==> src/rtl/mult_div_unit_if.sv <==
// Request/response bundle between the register-file read stage and the multiply/divide unit.
interface mult_div_unit_if #(
    parameter int unsigned WIDTH = 32
);
    logic             start;
    logic [2:0]       op;
    logic [WIDTH-1:0] rs_data;
    logic [WIDTH-1:0] rt_data;
    logic             cancel;
    logic             busy;
    logic             done;
    logic [WIDTH-1:0] hi;
    logic [WIDTH-1:0] lo;

    modport master (
        output start, op, rs_data, rt_data, cancel,
        input  busy, done, hi, lo
    );

    modport slave (
        input  start, op, rs_data, rt_data, cancel,
        output busy, done, hi, lo
    );
endinterface

==> src/rtl/mult_div_unit.sv <==
// Iterative shift-add multiplier / restoring divider with architectural HI/LO registers.
// One result bit per cycle, fixed WIDTH+1 edge latency, cancellable by pipeline flush.
module mult_div_unit #(
    parameter int unsigned WIDTH = 32
) (
    input logic            clk,
    input logic            rst_n,
    mult_div_unit_if.slave bus
);
    localparam int unsigned CW = $clog2(WIDTH);
    localparam int unsigned AW = 2 * WIDTH;

    typedef enum logic [1:0] {IDLE, RUN, FIN} state_t;

    state_t           state, state_nxt;
    logic [CW-1:0]    count;
    logic [AW-1:0]    acc;
    logic [WIDTH-1:0] opnd;
    logic [WIDTH-1:0] raw_a;
    logic             is_div, neg_q, neg_r, div_zero;
    logic [WIDTH-1:0] hi_q, lo_q;
    logic             busy_q, done_q;

    logic             start_ok, is_md, op_div, a_neg, b_neg;
    logic [WIDTH-1:0] mag_a, mag_b;
    logic             load, iterate, write_res, mt_hi, mt_lo;
    logic [WIDTH:0]   mul_sum, div_shift, div_diff;
    logic [AW-1:0]    mul_nxt, div_nxt, prod;
    logic [WIDTH-1:0] quo, rem, res_hi, res_lo;

    // Request decode and operand magnitudes
    assign start_ok = bus.start & ~bus.cancel;
    assign is_md    = ~bus.op[2];
    assign op_div   = bus.op[1];
    assign a_neg    = ~bus.op[0] & bus.rs_data[WIDTH-1];
    assign b_neg    = ~bus.op[0] & bus.rt_data[WIDTH-1];
    assign mag_a    = a_neg ? WIDTH'(-bus.rs_data) : bus.rs_data;
    assign mag_b    = b_neg ? WIDTH'(-bus.rt_data) : bus.rt_data;

    // One iteration step: multiplier bit consumed from acc LSB, quotient bit shifted in at LSB
    assign mul_sum   = {1'b0, acc[AW-1:WIDTH]} + (acc[0] ? {1'b0, opnd} : '0);
    assign mul_nxt   = {mul_sum, acc[WIDTH-1:1]};
    assign div_shift = acc[AW-1:WIDTH-1];
    assign div_diff  = div_shift - {1'b0, opnd};
    assign div_nxt   = div_diff[WIDTH] ? {div_shift[WIDTH-1:0], acc[WIDTH-2:0], 1'b0}
                                       : {div_diff[WIDTH-1:0],  acc[WIDTH-2:0], 1'b1};

    // Sign fixup; divide-by-zero returns all-ones quotient and the raw dividend
    assign prod   = neg_q ? AW'(-acc) : acc;
    assign quo    = neg_q ? WIDTH'(-acc[WIDTH-1:0]) : acc[WIDTH-1:0];
    assign rem    = neg_r ? WIDTH'(-acc[AW-1:WIDTH]) : acc[AW-1:WIDTH];
    assign res_hi = !is_div ? prod[AW-1:WIDTH] : (div_zero ? raw_a : rem);
    assign res_lo = !is_div ? prod[WIDTH-1:0]  : (div_zero ? '1 : quo);

    always_ff @(posedge clk or negedge rst_n) begin
        if (!rst_n) state <= IDLE;
        else        state <= state_nxt;
    end

    always_comb begin
        state_nxt = state;
        case (state)
            IDLE:    if (start_ok && is_md) state_nxt = RUN;
            RUN:     if (bus.cancel) state_nxt = IDLE;
                     else if (count == CW'(WIDTH - 1)) state_nxt = FIN;
            FIN:     state_nxt = IDLE;
            default: state_nxt = IDLE;
        endcase
    end

    always_comb begin
        load      = 1'b0;
        iterate   = 1'b0;
        write_res = 1'b0;
        mt_hi     = 1'b0;
        mt_lo     = 1'b0;
        case (state)
            IDLE: if (start_ok) begin
                load  = is_md;
                mt_hi = (bus.op == 3'b100);
                mt_lo = (bus.op == 3'b101);
            end
            RUN:     iterate   = ~bus.cancel;
            FIN:     write_res = ~bus.cancel;
            default: ;
        endcase
    end

    // Datapath and registered outputs
    always_ff @(posedge clk or negedge rst_n) begin
        if (!rst_n) begin
            count    <= '0;
            acc      <= '0;
            opnd     <= '0;
            raw_a    <= '0;
            is_div   <= 1'b0;
            neg_q    <= 1'b0;
            neg_r    <= 1'b0;
            div_zero <= 1'b0;
            hi_q     <= '0;
            lo_q     <= '0;
            busy_q   <= 1'b0;
            done_q   <= 1'b0;
        end else begin
            busy_q <= (state_nxt != IDLE);
            done_q <= write_res;
            if (load) begin
                acc      <= {{WIDTH{1'b0}}, (op_div ? mag_a : mag_b)};
                opnd     <= op_div ? mag_b : mag_a;
                raw_a    <= bus.rs_data;
                is_div   <= op_div;
                neg_q    <= a_neg ^ b_neg;
                neg_r    <= a_neg;
                div_zero <= (bus.rt_data == '0);
                count    <= '0;
            end else if (iterate) begin
                acc   <= is_div ? div_nxt : mul_nxt;
                count <= count + CW'(1);
            end
            if (write_res) begin
                hi_q <= res_hi;
                lo_q <= res_lo;
            end
            if (mt_hi) hi_q <= bus.rs_data;
            if (mt_lo) lo_q <= bus.rs_data;
        end
    end

    assign bus.busy = busy_q;
    assign bus.done = done_q;
    assign bus.hi   = hi_q;
    assign bus.lo   = lo_q;
endmodule

==> src/flat_wrapper.sv <==
// flat-port wrapper written by rule: the top's interface ports become plain ports
module mult_div_unit_flat 
#(
    parameter int unsigned WIDTH = 32
)
  (clk, rst_n, bus_start, bus_op, bus_rs_data, bus_rt_data, bus_cancel, bus_busy, bus_done, bus_hi, bus_lo);
  mult_div_unit_if #(.WIDTH(WIDTH)) bus_i ();
  input logic clk;
  input logic rst_n;
  input wire logic [$bits(bus_i.start)-1:0] bus_start;
  input wire logic [$bits(bus_i.op)-1:0] bus_op;
  input wire logic [$bits(bus_i.rs_data)-1:0] bus_rs_data;
  input wire logic [$bits(bus_i.rt_data)-1:0] bus_rt_data;
  input wire logic [$bits(bus_i.cancel)-1:0] bus_cancel;
  output wire logic [$bits(bus_i.busy)-1:0] bus_busy;
  output wire logic [$bits(bus_i.done)-1:0] bus_done;
  output wire logic [$bits(bus_i.hi)-1:0] bus_hi;
  output wire logic [$bits(bus_i.lo)-1:0] bus_lo;
  assign bus_i.start = bus_start;
  assign bus_i.op = bus_op;
  assign bus_i.rs_data = bus_rs_data;
  assign bus_i.rt_data = bus_rt_data;
  assign bus_i.cancel = bus_cancel;
  assign bus_busy = bus_i.busy;
  assign bus_done = bus_i.done;
  assign bus_hi = bus_i.hi;
  assign bus_lo = bus_i.lo;
  mult_div_unit #(.WIDTH(WIDTH)) u_core (.clk(clk), .rst_n(rst_n), .bus(bus_i));
endmodule
==> config.mk <==
export PLATFORM = sky130hd
export DESIGN_NAME = mult_div_unit_flat
export DESIGN_NICKNAME = d
export VERILOG_FILES = /design/src/rtl/mult_div_unit_if.sv /design/src/rtl/mult_div_unit.sv /design/src/flat_wrapper.sv
export SDC_FILE = /design/constraint.sdc
export NUM_CORES = 1
export LEC_CHECK = 0
export BUFFER_PORTS_ARGS = -buffer_cell sky130_fd_sc_hd__buf_2
export CAP_MARGIN = 20
export CORE_MARGIN = 2
export CORE_UTILIZATION = 54
export CTS_BUF_LIST = sky130_fd_sc_hd__clkbuf_8
export CTS_CLUSTER_SIZE = 30
export DETAILED_ROUTE_END_ITERATION = 16
export PLACE_DENSITY = 0.75
export SLEW_MARGIN = 20
export SYNTH_ARGS = -nofsm -noshare
export SYNTH_HDL_FRONTEND = slang
export SYNTH_SLANG_ARGS = --single-unit
==> constraint.sdc <==
create_clock -name clk -period 3.35 [get_ports clk]
set_input_delay 0.5025 -clock clk [delete_from_list [all_inputs] [get_ports clk]]
set_output_delay 0.5025 -clock clk [all_outputs]
set_load 0.01 [all_outputs]
; Word level (Yosys, flattened, before mapping)
; Index checks and enable logic that the tools add are counted.
[classes]
add_sub_neg = 8
eq_ne = 5
muxes = 34
bitwise = 7
n_reduce_logical = 7
[ops]
columns = operator, count
row1 = two-way mux 32 bit, 15
row2 = two-way mux 64 bit, 5
row3 = negator 32 bit, 4
row4 = negator 64 bit, 1
row5 = adder 32 x 33 -> 33 bit, 1
row6 = subtractor 33 x 32 -> 33 bit, 1
row7 = zero test 32 bit, 1
row8 = two-way mux 5 bit, 2
row9 = two-way mux 1 bit, 8
row10 = nonzero test 2 bit, 4
row11 = "== test 3 bit, second input constant", 2
row12 = two-way mux 2 bit, 3
row13 = "adder 5 x 1 -> 5 bit, second input constant", 1
row14 = "== test 5 bit, second input constant", 1
row15 = one-hot mux 2 bit (2 select lines), 1
row16 = bitwise AND 1 bit, 3
row17 = NOT 1 bit, 3
row18 = "== test 2 x 1 -> 1 bit, second input constant", 1
row19 = "== test 2 bit, second input constant", 1
row20 = zero test 2 bit, 1
row21 = logical AND 1 bit, 1
row22 = bitwise XOR 1 bit, 1
[totals]
ff_bits = 205
inputBits = 71
output_inout_bits = 66
wordCells = 74

; Logic depth before layout (Yosys ltp)
[logic_depth]
word_depth = 6
ltp_mapped = 15
depth_no_buf = 14

; Worst setup path after synthesis
; OpenSTA, ideal clock, no wires.
[synth_path]
path_type = reg-to-reg
start = register u_core.acc[32]
end = register u_core.acc[42]
setup_time_ps = 118
arrival_time_ps = 3491
t_required_ps = 3232
setup_slack_ps = -259
stages_incl_launch_ff = 15
n_path_buf = 2
period_less_slack_ps = 3609
path_cell_list = dfrtp_1 -> clkbuf_1 -> inv_1 -> fa_1 -> nand2b_1 -> a21oi_1 -> o41a_1 -> a311oi_2 -> a211oi_1 -> a41oi_2 -> xnor2_2 -> buf_2 -> mux2i_1 -> a21oi_1 -> a21o_1
[synth_via]
elab_chain_len = 5
elab_cells_between_ends = 6
classes_between = add/sub: 2 / mux: 4
[synth_lines]
columns = item, line_no
row1 = "start, declared", mult_div_unit.sv:17  ; logic [AW-1:0] acc;
row2 = "start signal, assigned", mult_div_unit.sv:108  ; acc <= {{WIDTH{1'b0}}, (op_div ? mag_a : mag_b)};
row3 = "start signal, assigned", mult_div_unit.sv:117  ; acc <= is_div ? div_nxt : mul_nxt;
row4 = subtractor 33 x 32 -> 33 bit, mult_div_unit.sv:44  ; assign div_diff = div_shift - {1'b0, opnd};
row5 = two-way mux 64 bit, mult_div_unit.sv:45  ; assign div_nxt = div_diff[WIDTH] ? {div_shift[WIDTH-1:0], acc[WIDTH-2:0], 1'b0}
row6 = two-way mux 64 bit (*), mult_div_unit.sv:117
row7 = two-way mux 64 bit (*), mult_div_unit.sv:116  ; end else if (iterate) begin
row8 = two-way mux 64 bit (*), mult_div_unit.sv:107  ; if (load) begin
; Mark *: on every way between the ends. The rest lies on a longest branch, timed or not. The select of a mux whose other input is x is not followed.
; A chain may end at the register's enable or synchronous reset.

; Final worst setup path
[layout_path]
start = register u_core.opnd[0]
end = register u_core.acc[37]
[layout_via]
elab_chain_len = 5
elab_cells_between_ends = 7
classes_between = add/sub: 2 / mux: 5
[layout_lines]
columns = item, line_no
row1 = "start, declared", mult_div_unit.sv:18  ; logic [WIDTH-1:0] opnd;
row2 = "start signal, assigned", mult_div_unit.sv:109  ; opnd <= op_div ? mag_b : mag_a;
row3 = two-way mux 32 bit or subtractor 33 x 32 -> 33 bit (tied branches), "mult_div_unit.sv:41, mult_div_unit.sv:44"
row4 = adder 32 x 33 -> 33 bit or two-way mux 64 bit (tied branches), "mult_div_unit.sv:41, mult_div_unit.sv:45"
row5 = two-way mux 64 bit (*), mult_div_unit.sv:117
row6 = two-way mux 64 bit (*), mult_div_unit.sv:116
row7 = two-way mux 64 bit (*), mult_div_unit.sv:107
; Marked as above.

==> run metrics <==
top post-synthesis cells by area dfrtp_1 (31%), nand2_1 (7.1%), o21ai_0 (6.7%), xnor2_1 (6.3%), ha_1 (5.3%); row count 64; Worst Path Class, Setup reg2reg; reg2reg end u_core.acc[37]$_DFFE_PN0P_; vias in the first global route 16352; share of async-settable or async-resettable flops after synthesis 100%; count of flip-flops with a built-in enable after synthesis 0; adder and majority cell fraction of the synthesized area 5.53%; antenna diode count 0; number of maximum-capacitance constraint violations 0; Layout fillers 2651; FF-to-FF setup slack 0.04 ns; Inst Count DP 2650; die boundary height 179 um; final design utilization 65.9%; count of state elements after synthesis 205; final number of setup-violating endpoints 0; reg-to-reg critical path startpoint u_core.opnd[0]$_DFFE_PN0P_; proportion of synthesized chip area in sequential cells 31.0%; ratio of total power to cell area 849 nW/um2; area share of the largest cell type after synthesis 31.0%; share of cell area taken by muxes after synthesis 3.70%; main combinational cell family by area after synthesis compound AO/OA/AOI/OAI gates; mean area per synthesized cell 7.90 um2; worst slack at placement -0.112 ns; Synth area leader dfrtp_1; Post-Route Setup TNS 0 ns; maximum buffer depth of the clock tree 3; maximum number of pins on one net before global-route repair 86; TritonCTS clock tree built; initial cell density of the core 54.4%; number of distinct library cells after synthesis 77; number of cells in the finished layout apart from fillers 2746; initial drt markers 1955; most common library cells after synthesis nand2_1 (312), o21ai_0 (222), dfrtp_1 (205); Slew headroom 40.2%; Primary FF master, synth dfrtp_1; Clock Sinks 205; number of cells produced by synthesis 2097; complex-gate fraction of the synthesized area 25.4%; initial antenna violation count 0; nets in the synthesized netlist 2240; CTS root buffer clkbuf_8; Worst VDD drop 0.662 mV; Vias 17474; cell leakage power 9.05 nW; Clock H-tree levels 2; Total Routed Length 63800 um; CP startpoint kind register; clock transition at the registers of the reported paths 0.06 ns; worst skew pair latency 0.58 ns; area inside the core boundary 30400 um2; run status finished clean; largest driver fanout on the critical path 8; overflow left after global routing 0; Peak Freq 302 MHz; unrepaired setup endpoints after global routing yes; chip width 179 um; Min-Delay Startpoint bus_rs_data[1]; Post-route DRC 0; fraction of the cycle the final worst path needs 98.7%; area growth from synthesis to layout 21.0%; I/O pin count 137; remaining antenna violation count 0; layout cell share with drive strength beyond 1 21.1%; path class of the lowest-slack min-delay path in2reg; Die Area 32100 um2; simple-gate portion of the synthesized area 18.1%; half-perimeter wire length after detailed placement 46600 um; average vias per placed instance 6.36; Worst R2R Path Depth 14; Synth warnings 0; transition time at the pin with the least slew margin 0.897 ns; Worst Hold Endpoint u_core.bus.lo[1]$_DFFE_PN0P_; first-pass GRT wire length 94300 um; Arrival @ worst endpoint 3.76 ns; Final Critical Period 3.31 ns; top-count cell post-synth nand2_1; overall global routing resource usage 38.9%; total standard cell area after synthesis 16600 um2; Slew Viols, Final 0; clock buffer count from CTS 40; data required time of the critical path 3.81 ns; number of stages on the worst hold path 3; final worst slack 0.0430 ns; net count reported at finish 2467; number of hold violations in the final report 0; CP Capture Type register; maximum clock skew at final layout 0.0294 ns; share of the synthesized netlist area taken by xor and xnor gates 11.2%; RD Place Congestion 0.984; count of buffers from port buffering 136; first drt pass iteration count 8; wire per inst 23.2 um
## routing by layer
layer | vias to the layer above | GRT usage, % | part of all wire [%]
met5 | - | 0 | 0
met4 | 0 | 18.6 | 5.3
met3 | 153 | 8.08 | 11
met2 | 975 | 59.5 | 43
met1 | 8382 | 52.5 | 41
li1 | 7964 | - | -
## flip-flops by register name (all words and copies together), names as in the netlist
name	count
u_core.acc	64
u_core.bus.hi	32
u_core.bus.lo	32
u_core.opnd	32
u_core.raw_a	32
u_core.count	5
u_core.state	2
u_core.bus.busy	1
u_core.bus.done	1
u_core.div_zero	1
u_core.is_div	1
u_core.neg_q	1
u_core.neg_r	1
## worst max-delay path by stage
stage | to | from | cells past startpoint
after floorplan | u_core.bus.hi[12]$_DFFE_PN0P_ | u_core.acc[0]$_DFFE_PN0P_ | 15
after global placement | u_core.bus.hi[16]$_DFFE_PN0P_ | u_core.acc[0]$_DFFE_PN0P_ | 11
after detailed placement | u_core.bus.hi[16]$_DFFE_PN0P_ | u_core.acc[0]$_DFFE_PN0P_ | 11
after CTS | u_core.acc[44]$_DFFE_PN0P_ | u_core.acc[36]$_DFFE_PN0P_ | 11
after global routing | u_core.acc[37]$_DFFE_PN0P_ | u_core.acc[31]$_DFFE_PN0P_ | 15
final | u_core.acc[37]$_DFFE_PN0P_ | u_core.opnd[0]$_DFFE_PN0P_ | 14
## per-stage QoR
| stage | power [mW] | instance area, um2 | hold WS, ns |
|---|---|---|---|
| after detailed placement | 12.9 | 18600 | 0.463 |
| after floorplan | 9.66 | 16600 | 0.207 |
| final | 17.0 | 20000 | 0.187 |
| after global placement | 12.8 | 18600 | 0.458 |
| after global routing | 18.0 | 20000 | 0.196 |
| after CTS | 16.0 | 19500 | 0.170 |
## critical path: stages, from the launching register on
cell      delay, ns
dfrtp_1        0.40
ha_2           0.20
fa_2           0.34
nand2b_4       0.16
a21oi_4        0.12
o41a_1         0.21
a311oi_2       0.15
a211oi_2       0.31
a41oi_2        0.27
xnor2_2        0.29
buf_6          0.21
buf_12         0.12
mux2i_1        0.16
a21oi_1        0.08
a21o_1         0.16
## area by class of cell
cell class | count | area (um2) | area share, %
Inverter | 63 | 241 | 1.21
Sequential cell | 205 | 5140 | 25.7
Multi-Input combinational cell | 1678 | 10900 | 54.6
Clock inverter | 17 | 183 | 0.912
Tap cell | 396 | 495 | 2.47
Timing Repair Buffer | 336 | 2330 | 11.7
Clock buffer | 51 | 702 | 3.50
## report_power, final
group,total [mW],internal [mW],switching (mW)
clock,2.86,1.67,1.18
combinational,10.3,4.67,5.58
sequential,3.91,3.12,0.791
total,17.0,9.46,7.56
## cells by family after synthesis
family                     Yosys count
AOI/OAI and AO/OA                  676
adders and majority gates           72
DFF                                205
and+or+nand+nor                    658
buffers and inverters              214
xor gates and xnor gates           211
muxes                               61
## timing repair
action / CTS / global route
pin swaps: 6 / 24
hold buffers: 1 / 0
endpoints found under the setup margin: 25 / 43
cloned: 0 / 3
hold endpoints to repair: 55 / 0
setup buffers: 5 / 19
resized for setup: 8 / 80
## placed cells by master, fill, tap and decap left out, drive strengths merged, types with 7 or more instances in the layout
master and count:
or3 25, o211ai 54, o22ai 40, and2 11, a21oi 146, a21o 36
ha 70, nor2 152, o21a 8, o31ai 26, nand2 312, or4 20
and3 13, o21ai 237, a31oi 15, mux2i 59, xor2 90, o41ai 12
dfrtp 205, nand2b 19, a222oi 10, a221oi 8, nor4 11, a211oi 18
nand3 35, xnor2 121, inv 69, nor3 27, clkbuf 53, a31o 7
buf 333, a22oi 17, nor2b 8, o221ai 18
(Power assumes the default switching activity.)
